===== config.mk =====
export PLATFORM = sky130hd
export DESIGN_NAME = serial_to_parallel_rx
export DESIGN_NICKNAME = d
export VERILOG_FILES = /design/src/rtl/serial_to_parallel_rx.sv
export SDC_FILE = /design/constraint.sdc
export NUM_CORES = 1
export LEC_CHECK = 0
export CAP_MARGIN = 20
export CORE_MARGIN = 2
export CORE_UTILIZATION = 55
export CTS_BUF_LIST = sky130_fd_sc_hd__clkbuf_4 sky130_fd_sc_hd__clkbuf_8
export CTS_CLUSTER_DIAMETER = 30
export DETAILED_ROUTE_END_ITERATION = 6
export PLACE_DENSITY = 0.88
export SLEW_MARGIN = 10
export SYNTH_ARGS = -nofsm -noshare
export SYNTH_HDL_FRONTEND = slang
export SYNTH_SLANG_ARGS = --single-unit

===== constraint.sdc =====
create_clock -name clk_32f -period 3.7 [get_ports clk_32f]
set_input_delay 1.11 -clock clk_32f [delete_from_list [all_inputs] [get_ports clk_32f]]
set_output_delay 1.11 -clock clk_32f [all_outputs]
set_load 0.005 [all_outputs]

===== src/rtl/serial_to_parallel_rx.sv =====
// Receive-side deserializer for the 1-bit stream in the clk_32f domain.
// The stream arrives MSB first. The block aligns to byte boundaries on COM_CHAR.
// It locks once BC_COUNT consecutive aligned COM_CHARs have been seen.
// After lock it presents each non-COM byte on data_out and flags it with valid_out.
module serial_to_parallel_rx #(
  parameter logic [7:0] COM_CHAR = 8'hBC,
  parameter int         BC_COUNT = 4
) (
  input  logic       clk_32f,
  input  logic       reset,
  input  logic       data_in,
  output logic [7:0] data_out,
  output logic       valid_out,
  output logic       active
);

  localparam int               CNT_W   = $clog2(BC_COUNT + 1);
  localparam logic [CNT_W-1:0] CNT_ONE = CNT_W'(1);
  localparam logic [CNT_W-1:0] BC_LAST = CNT_W'(BC_COUNT);

  typedef enum logic [1:0] {
    SEARCH = 2'd0,
    ALIGN  = 2'd1,
    LOCKED = 2'd2
  } state_t;

  state_t           state;
  logic [6:0]       sr;        // only the 7 most recent bits are needed to form the next byte
  logic [7:0]       nsr;
  logic [2:0]       bit_cnt;
  logic [CNT_W-1:0] com_cnt;
  logic [CNT_W-1:0] com_nxt;
  logic             byte_done;
  logic             is_com;

  // Next-shift-register view: every decision is made on the byte including this edge's bit.
  assign nsr       = {sr, data_in};
  assign is_com    = (nsr == COM_CHAR);
  assign byte_done = (bit_cnt == 3'd7);
  assign com_nxt   = com_cnt + CNT_ONE;

  // Alignment FSM, bit/COM counters and registered byte outputs.
  always_ff @(posedge clk_32f or negedge reset) begin
    if (!reset) begin
      state     <= SEARCH;
      sr        <= '0;
      bit_cnt   <= '0;
      com_cnt   <= '0;
      data_out  <= '0;
      valid_out <= 1'b0;
      active    <= 1'b0;
    end else begin
      sr <= nsr[6:0];
      case (state)
        SEARCH: begin
          // Slide one bit at a time; a COM match fixes the byte boundary here.
          if (is_com) begin
            bit_cnt <= '0;
            com_cnt <= CNT_ONE;
            if (BC_COUNT == 1) begin
              state  <= LOCKED;
              active <= 1'b1;
            end else begin
              state <= ALIGN;
            end
          end
        end
        ALIGN: begin
          bit_cnt <= bit_cnt + 3'd1;
          if (byte_done) begin
            if (is_com) begin
              com_cnt <= com_nxt;
              if (com_nxt == BC_LAST) begin
                state  <= LOCKED;
                active <= 1'b1;
              end
            end else begin
              // A non-COM byte on the tentative boundary means the match was false.
              state   <= SEARCH;
              com_cnt <= '0;
            end
          end
        end
        LOCKED: begin
          // Lock is sticky until reset; COM bytes only clear the valid flag.
          bit_cnt <= bit_cnt + 3'd1;
          if (byte_done) begin
            if (is_com) begin
              valid_out <= 1'b0;
            end else begin
              data_out  <= nsr;
              valid_out <= 1'b1;
            end
          end
        end
        default: begin
          state   <= SEARCH;
          com_cnt <= '0;
        end
      endcase
    end
  end

endmodule


# Word-level counts from Yosys, hierarchy flattened
# Index checks and enable logic that the tools add are counted.
dict set report word_totals {
  reg_bits 25
  latch_bits 0
  ram_bits 0
  mem_bits_ro 0
  in_bits 3
  output_inout_bits 10
  wordCells 40
  n_memories 0
}
dict set report classes {
  add_sub_neg 2
  mul 0
  div_mod_pow 0
  n_lt_le_gt_ge 0
  n_eq_ne 8
  shifts 0
  muxes 12
  bitwise 2
  n_reduce_logical 9
}
# op count
set ops {}
lappend ops {{2-to-1 mux 3 bit} 4}
lappend ops {{case mux 3 bit (3 select lines)} 1}
lappend ops {{== test 8 bit, second input constant} 1}
lappend ops {{2-to-1 mux 2 bit} 4}
lappend ops {{AND reduction 4 bit} 2}
lappend ops {{adder 3 x 1 -> 3 bit, second input constant} 2}
lappend ops {{== test 3 bit, second input constant} 2}
lappend ops {{case mux 2 bit (3 select lines)} 1}
lappend ops {{case mux 3 bit (2 select lines)} 1}
lappend ops {{AND reduction 3 bit} 2}
lappend ops {{!= test 2 bit, second input constant} 2}
lappend ops {{AND reduction 2 bit} 2}
lappend ops {{!= test 3 bit, second input constant} 1}
lappend ops {{== test 2 x 1 -> 1 bit, second input constant} 1}
lappend ops {{== test 2 bit, second input constant} 1}
lappend ops {{zero test 2 bit} 1}
lappend ops {{NOT 1 bit} 2}
lappend ops {{nonzero test 2 bit} 1}
lappend ops {{OR reduction 2 bit} 1}
lappend ops {{2-to-1 mux 1 bit} 1}

# Depth between registers and ports, before layout
# Gate-level depths: netlist of run 1.
dict set report depth {
  ltp_word 6
  mapped_depth 6
  ltp_nobuf 6
}

# Worst setup path after synthesis of run 1
# Ideal clock, no wire load.
dict set report synth_timing {
  kind {input port to flip-flop}
  from {input port data_in}
  to {register data_out[1]}
  setup_time_ns 0.128
  arrival_ns 1.958
  required_time_ns 3.572
  path_slack_ns 1.615
  cell_stages 3
  n_path_buf 0
  path_cell_list {nor4_4 > nor2_2 > mux2_1}
}
dict set report synth_via {
  elab_chain_len 3
}
# element line
set synth_rtl {}
lappend synth_rtl {{start, declared} 11} ;# input logic data_in,
lappend synth_rtl {{== test 8 bit} 38} ;# assign is_com = (nsr == COM_CHAR);
lappend synth_rtl {{NOT 1 bit (no line)} n/a}
lappend synth_rtl {{AND reduction 3 bit (no line)} n/a}
lappend synth_rtl {{end signal, assigned} 91} ;# data_out <= nsr;
lappend synth_rtl {{end, declared} 12} ;# output logic [7:0] data_out,
# Every way passes these cells.
# A chain may end at the register's enable or synchronous reset.

# Worst setup path after layout of run 1
# Same ends and word-level chain as after synthesis.

==> insert_results.sql, run 1 <==
INSERT INTO impl_metrics (metric_group, metric, value, unit) VALUES
('clock_network', 'numCtsBuffers', '3', ''),
('logic_synthesis', 'synth_fa_ha_area_frac', '0.0813', ''),
('place', 'io_buffers', '12', ''),
('worst_setup_path', 'cp-start-kind', 'primary input', ''),
('floorplan', 'core_region_area', '0.00190', 'mm²'),
('floorplan', 'dieArea', '0.00233', 'mm²'),
('clock_network', 'cts_resized', '0', ''),
('clock_network', 'cts.repair_timing.setup_buffer_count', '0', ''),
('route', 'route.detailed.vias_per_inst', '5.48', ''),
('clock_network', 'cts_root_buf', 'clkbuf_4', ''),
('logic_synthesis', 'netlist.area_leader.share', '0.581', ''),
('timing', 'fin_crit_sh', '0.665', ''),
('cells_and_area', 'layoutNonFillerInstCount', '119', ''),
('power', 'leakage', '0.621', 'nW'),
('clock_network', 'cts_max_level', '1', ''),
('timing', 'setup_violations', '0', ''),
('clock_network', 'clkLatencyLatePin', '0.32', 'ns'),
('timing', 'max_freq', '406', 'MHz'),
('worst_setup_path', 'worstSetupPathType', 'in2reg', ''),
('global_routing', 'global_route_wire_length_before_repair', '2.73', 'mm'),
('clock_network', 'clock_sinks', '25', ''),
('clock_network', 'cts_max_path_buffers', '2', ''),
('worst_setup_path', 'worstPathMaxFanout', '9', ''),
('place', 'placed_cells', '115', ''),
('route', 'drt_pass1_iterations', '4', ''),
('worst_setup_path', 'path_delay_family', 'simple AND/OR/NAND/NOR gates', ''),
('worst_setup_path', 'crit_path_cell_trace', 'clkdlybuf4s50_1 -> nor4_4 -> nor2_2 -> mux2_1', ''),
('logic_synthesis', 'yosys-mux-area-fraction', '0.0836', ''),
('min_path', 'worst_hold_startpoint', 'sr[2]$_DFF_PN0_', ''),
('timing', 'final_max_slew_viol_count', '0', ''),
('global_routing', 'most_used_layer_global_route', 'met2', ''),
('worst_setup_path', 'rrSetupSlack', '1.91', 'ns'),
('run_status', 'run_status', 'finished clean', ''),
('power', 'power.density', '371', 'mW/mm²'),
('logic_synthesis', 'synthDominantAreaCellType', 'dfrtp_1', ''),
('worst_setup_path', 'worst_ep_required_time', '3.91', 'ns'),
('logic_synthesis', 'synthArstFlopShare', '1.00', ''),
('route', 'post-route-drc-count', '0', ''),
('route', 'postRouteAntennaNets', '0', ''),
('route', 'num_vias', '652', ''),
('timing', 'finalCriticalPeriod', '2.46', 'ns'),
('min_path', 'min_to', 'sr[3]$_DFF_PN0_', ''),
('place', 'dp_hpwl', '1.33', 'mm'),
('global_routing', 'grt_pass1_vias', '603', ''),
('global_routing', 'grtUsageMet2', '0.279', ''),
('logic_synthesis', 'yosys-top-cells-area', 'dfrtp_1, mux2_1, ha_1, a32o_1, o41ai_4', ''),
('logic_synthesis', 'synthesis.nets', '86', ''),
('timing', 'worst_slew_margin_rel', '0.658', ''),
('floorplan', 'floorplan.rows', '16', ''),
('cells_and_area', 'fin_nets', '103', ''),
('timing', 'setup_total_negative_slack', '0', 'ns'),
('cells_and_area', 'layout_commonest_cell', 'dfrtp_1', ''),
('timing', 'worst_clock_skew_on_the_final_layout', '0.00848', 'ns'),
('route', 'wire_per_inst', '14.8', 'µm'),
('cells_and_area', 'area_growth', '17.4', '%'),
('logic_synthesis', 'synthesis.area', '0.00108', 'mm²'),
('worst_setup_path', 'max_stage_delay', '0.53', 'ns'),
('cells_and_area', 'final_cell_mix', 'dfrtp_1, clkdlybuf4s50_1, mux2_1', ''),
('cells_and_area', 'fillers', '143', ''),
('clock_network', 'postCtsHoldBufs', '0', ''),
('worst_setup_path', 'timing.critical_path.to_type', 'register', ''),
('worst_setup_path', 'cp_slowest_cell', 'clkdlybuf4s50_1', ''),
('run', 'maxCapViolations', '0', ''),
('worst_setup_path', 'critical_path.n_buffers_inverters', '1', ''),
('worst_setup_path', 'regToRegStartpoint', 'bit_cnt[0]$_DFFE_PN0P_', ''),
('place', 'gp_congestion', '0.767', ''),
('timing', 'finalHoldViolations', '0', ''),
('clock_network', 'path_clk_slew', '0.11', 'ns'),
('timing', 'grt_setup_unrepaired', 'false', ''),
('min_path', 'hold_class', 'reg2reg', ''),
('logic_synthesis', 'post_synth_and_or_nand_nor_area_fraction', '0.0941', '');
## worst max path at each step
stage               cells past startpoint     from                       to
CTS                                     4  data_in  data_out[1]$_DFFE_PN0P_
floorplan                               3  data_in  data_out[1]$_DFFE_PN0P_
detailed placement                      4  data_in  data_out[1]$_DFFE_PN0P_
finish                                  4  data_in  data_out[1]$_DFFE_PN0P_
global route                            4  data_in  data_out[1]$_DFFE_PN0P_
global placement                        4  data_in  data_out[0]$_DFFE_PN0P_
## synth_stat cells (2+ instances only)
library cell	count
dfrtp_1	25
a32o_1	3
nand2_1	4
nand3_1	2
inv_1	6
mux2_1	8
a21o_1	2
ha_1	7
a21oi_1	3
o2bb2ai_1	2
## cell type report
type	instances	area (µm²)	share of cell area
Multi-Input combinational cell	44	425	0.336
Tap cell	27	33.8	0.0267
Inverter	6	22.5	0.0178
Clock buffer	4	30.0	0.0237
Sequential cell	25	626	0.495
Timing Repair Buffer	13	128	0.101
## through the flow
stage	power, mW	hold WS, ns	worst slack (ns)	util	instance area (µm²)
final	0.469	0.421	1.24	0.665	1260
after floorplan	0.329	0.370	1.61	-	1080
after CTS	0.473	0.414	1.22	0.665	1260
after global routing	0.490	0.431	1.16	0.665	1260
after detailed placement	0.350	0.389	0.886	0.649	1230
after global placement	0.345	0.377	0.950	0.649	1230
## logic make-up (layout without fill, tap and decap cells)
group / count (synthesis) / count (layout)
fa+ha+maj: 7 / 7
mux: 8 / 8
simple gates: 13 / 13
buf+inv: 7 / 23
flops: 25 / 25
compound gates: 16 / 16
## per-layer routing
| layer | part of all wire | wire length, µm |
|---|---|---|
| met5 | 0 | 0 |
| met1 | 0.44 | 766 |
| met3 | 0.031 | 55 |
| met4 | 0.018 | 31 |
| met2 | 0.51 | 903 |
## power by group
| group | leakage (nW) | internal (mW) | switching [mW] |
|---|---|---|---|
| Sequential | 0.329 | 0.283 | 0.00998 |
| Combinational | 0.274 | 0.0212 | 0.0297 |
| Clock | 0.0184 | 0.0496 | 0.0750 |
| Total | 0.621 | 0.354 | 0.115 |
## flip-flops by register name (all words and copies together), names as in the netlist
signal     cells
bit_cnt        3
state          2
data_out       8
active         1
valid_out      1
com_cnt        3
sr             7
## worst reg2reg max path: stages, from the launching register on
cell	delay, ns
dfrtp_1	0.40
ha_1	0.17
ha_1	0.20
inv_1	0.05
a21oi_1	0.43
nand2_1	0.19
a32o_1	0.24
(Power assumes the default switching activity.)
==> inputs of run 2 (changes only) <==
==> constraint.sdc (replaced) <==
create_clock -name clk_32f -period 2.43 [get_ports clk_32f]
set_input_delay 0.729 -clock clk_32f [delete_from_list [all_inputs] [get_ports clk_32f]]
set_output_delay 0.729 -clock clk_32f [all_outputs]
set_load 0.005 [all_outputs]
==> run 2 against run 1 <==
  * Clock power increased by 49%
  * Worst setup slack got worse by 0.81 ns
  * Wire length decreased by 6.1%
  * Utilization increased by 0.39 points
  * Die area unchanged
  * Final cell count increased by 0.84%
  * Final area increased by 0.59%
==> insert_results.sql, run 2 (synthesis results as in run 1) <==
INSERT INTO impl_metrics (metric_group, metric, value, unit) VALUES
('floorplan', 'height_of_the_die', '48.3', 'µm'),
('timing', 'worst_slew_margin_rel', '0.702', ''),
('clock_network', 'postCtsHoldBufs', '0', ''),
('route', 'initialDrtViolationCount', '7', ''),
('power', 'maximum_resistive_drop_on_vdd', '0.344', 'mV'),
('global_routing', 'number_of_antenna_violations_at_the_first_check_in_global_routing', '0', ''),
('cells_and_area', 'layout-drive-gt1-share', '0.108', ''),
('route', 'postRouteAntennaNets', '0', ''),
('worst_setup_path', 'rrSetupSlack', '0.73', 'ns'),
('timing', 'worst_hold_slack', '0.412', 'ns'),
('worst_setup_path', 'critical_path.n_buffers_inverters', '1', ''),
('global_routing', 'grt_pass1_vias', '614', ''),
('cells_and_area', 'biggest_regs', 'data_out: 8 flops, sr: 7 flops', ''),
('power', 'leakage', '0.622', 'nW'),
('worst_setup_path', 'cp-start-kind', 'primary input', ''),
('floorplan', 'start_util', '0.566', ''),
('min_path', 'min_path_cells', '0', ''),
('cells_and_area', 'inserted_diodes', '0', ''),
('worst_setup_path', 'regToRegEndpoint', 'data_out[0]$_DFFE_PN0P_', ''),
('power', 'overall_power_of_the_completed_layout', '710', 'µW'),
('global_routing', 'grt-ovfl-total', '0', ''),
('cells_and_area', 'fin_nets', '104', ''),
('worst_setup_path', 'cp_slowest_cell', 'clkdlybuf4s50_1', ''),
('clock_network', 'cts_max_level', '1', ''),
('cells_and_area', 'area_growth', '18.1', '%'),
('global_routing', 'pin_count_of_the_biggest_net_entering_global_routing', '26', ''),
('floorplan', 'dieArea', '0.00233', 'mm²'),
('worst_setup_path', 'worst_ep_required_time', '2.65', 'ns'),
('min_path', 'min_to', 'sr[2]$_DFF_PN0_', ''),
('worst_setup_path', 'regToRegStartpoint', 'bit_cnt[0]$_DFFE_PN0P_', ''),
('cells_and_area', 'max_reg_flops', '8', ''),
('timing', 'finalCriticalPeriod', '2.00', 'ns'),
('clock_network', 'clkLatencyLatePin', '0.32', 'ns'),
('cells_and_area', 'utilization', '0.669', ''),
('cells_and_area', 'regMostFlops', 'data_out', ''),
('route', 'num_vias', '671', ''),
('clock_network', 'cts_max_path_buffers', '2', ''),
('place', 'gp_congestion', '0.702', ''),
('global_routing', 'global_route_wire_length_before_repair', '2.77', 'mm'),
('timing', 'worstMarginPinSlew', '0.447', 'ns'),
('worst_setup_path', 'worstPathMaxFanout', '5', ''),
('floorplan', 'floorplan.rows', '16', ''),
('worst_setup_path', 'worstSetupPathType', 'in2reg', ''),
('timing', 'grt_setup_unrepaired', 'false', ''),
('cells_and_area', 'layout_commonest_cell', 'dfrtp_1', ''),
('timing', 'max_freq', '500', 'MHz'),
('clock_network', 'path_clk_slew', '0.14', 'ns'),
('worst_setup_path', 'timing.critical_path.to_type', 'register', ''),
('place', 'dp_hpwl', '1.23', 'mm'),
('clock_network', 'numCtsBuffers', '3', ''),
('route', 'post-route-drc-count', '0', ''),
('min_path', 'worst_hold_startpoint', 'sr[1]$_DFF_PN0_', ''),
('worst_setup_path', 'crit_path_cell_trace', 'clkdlybuf4s50_1 -> o41ai_4 -> o21ai_1 -> a22o_1', ''),
('floorplan', 'i_o_pin_count', '13', ''),
('route', 'drt-total-wl', '1.65', 'mm'),
('clock_network', 'cts_root_buf', 'clkbuf_4', ''),
('min_path', 'hold_class', 'reg2reg', ''),
('route', 'drt_pass1_iterations', '4', ''),
('timing', 'fin_crit_sh', '0.823', ''),
('worst_setup_path', 'timing.critical_path.arrival', '2.22', 'ns'),
('floorplan', 'horizontal_extent_of_the_die', '48.3', 'µm'),
('route', 'route.detailed.vias_per_inst', '5.59', ''),
('worst_setup_path', 'max_stage_delay', '0.52', 'ns'),
('run_status', 'run_status', 'finished clean', ''),
('cells_and_area', 'final_cell_mix', 'dfrtp_1, clkdlybuf4s50_1, mux2_1', ''),
('cells_and_area', 'final_cell_area_excluding_filler_cells', '0.00127', 'mm²'),
('worst_setup_path', 'path_delay_family', 'compound AO/OA/AOI/OAI gates', ''),
('clock_network', 'cts.repair_timing.setup_buffer_count', '0', ''),
('clock_network', 'cts_resized', '0', ''),
('clock_network', 'clock_sinks', '25', ''),
('run', 'maxCapViolations', '0', ''),
('timing', 'setup_total_negative_slack', '0', 'ns'),
('timing', 'worst_clock_skew_on_the_final_layout', '0.00874', 'ns'),
('place', 'detailed_place.area', '0.00124', 'mm²'),
('timing', 'finalHoldViolations', '0', ''),
('worst_setup_path', 'worst_r2r_path_depth', '5', ''),
('floorplan', 'core_region_area', '0.00190', 'mm²'),
('place', 'io_buffers', '12', ''),
('clock_network', 'tritoncts', 'done', ''),
('global_routing', 'grt.total_usage', '0.177', ''),
('timing', 'final_max_slew_viol_count', '0', ''),
('power', 'power.density', '558', 'mW/mm²'),
('timing', 'setup_violations', '0', ''),
('route', 'wire_per_inst', '13.7', 'µm');
-- run 2: how the worst max path moves through the flow --
stage                     slack, ns                      end  cells after the start     from
after CTS                      0.43   bit_cnt[0]$_DFFE_PN0P_                      4  data_in
final                          0.43   bit_cnt[0]$_DFFE_PN0P_                      4  data_in
after floorplan                0.73  data_out[1]$_DFFE_PN0P_                      3  data_in
after detailed placement       0.07   bit_cnt[0]$_DFFE_PN0P_                      4  data_in
after global routing           0.36   bit_cnt[0]$_DFFE_PN0P_                      4  data_in
after global placement         0.14  data_out[0]$_DFFE_PN0P_                      4  data_in
-- run 2: metrics by stage --
stage / setup slack [ns] / std cells
final: 0.431 / 120
after global routing: 0.363 / 120
after CTS: 0.434 / 120
after detailed placement: 0.0678 / 116
after global placement: 0.140 / 116
after floorplan: 0.726 / 76
-- run 2: final cells by class --
type,instances,area [µm²]
Inverter,6,22.5
Clock buffer,3,22.5
Fill cell,128,629
Clock inverter,1,7.51
Timing Repair Buffer,14,135
Sequential cell,25,626
Multi-Input combinational cell,44,425
Tap cell,27,33.8
-- run 2: metal layers --
layer	vias up	global-route usage	share of wire
met5	-	0	0
met4	0	0.114	0.030
met3	5	0.0222	0.049
met2	22	0.258	0.46
met1	328	0.249	0.46
li1	316	-	-
-- run 2: power by group --
| part | leakage (nW) | internal, mW | total [mW] | switching [mW] |
|---|---|---|---|---|
| clock | 0.0139 | 0.0630 | 0.186 | 0.123 |
| combinational | 0.279 | 0.0321 | 0.0767 | 0.0445 |
| sequential | 0.329 | 0.432 | 0.447 | 0.0152 |
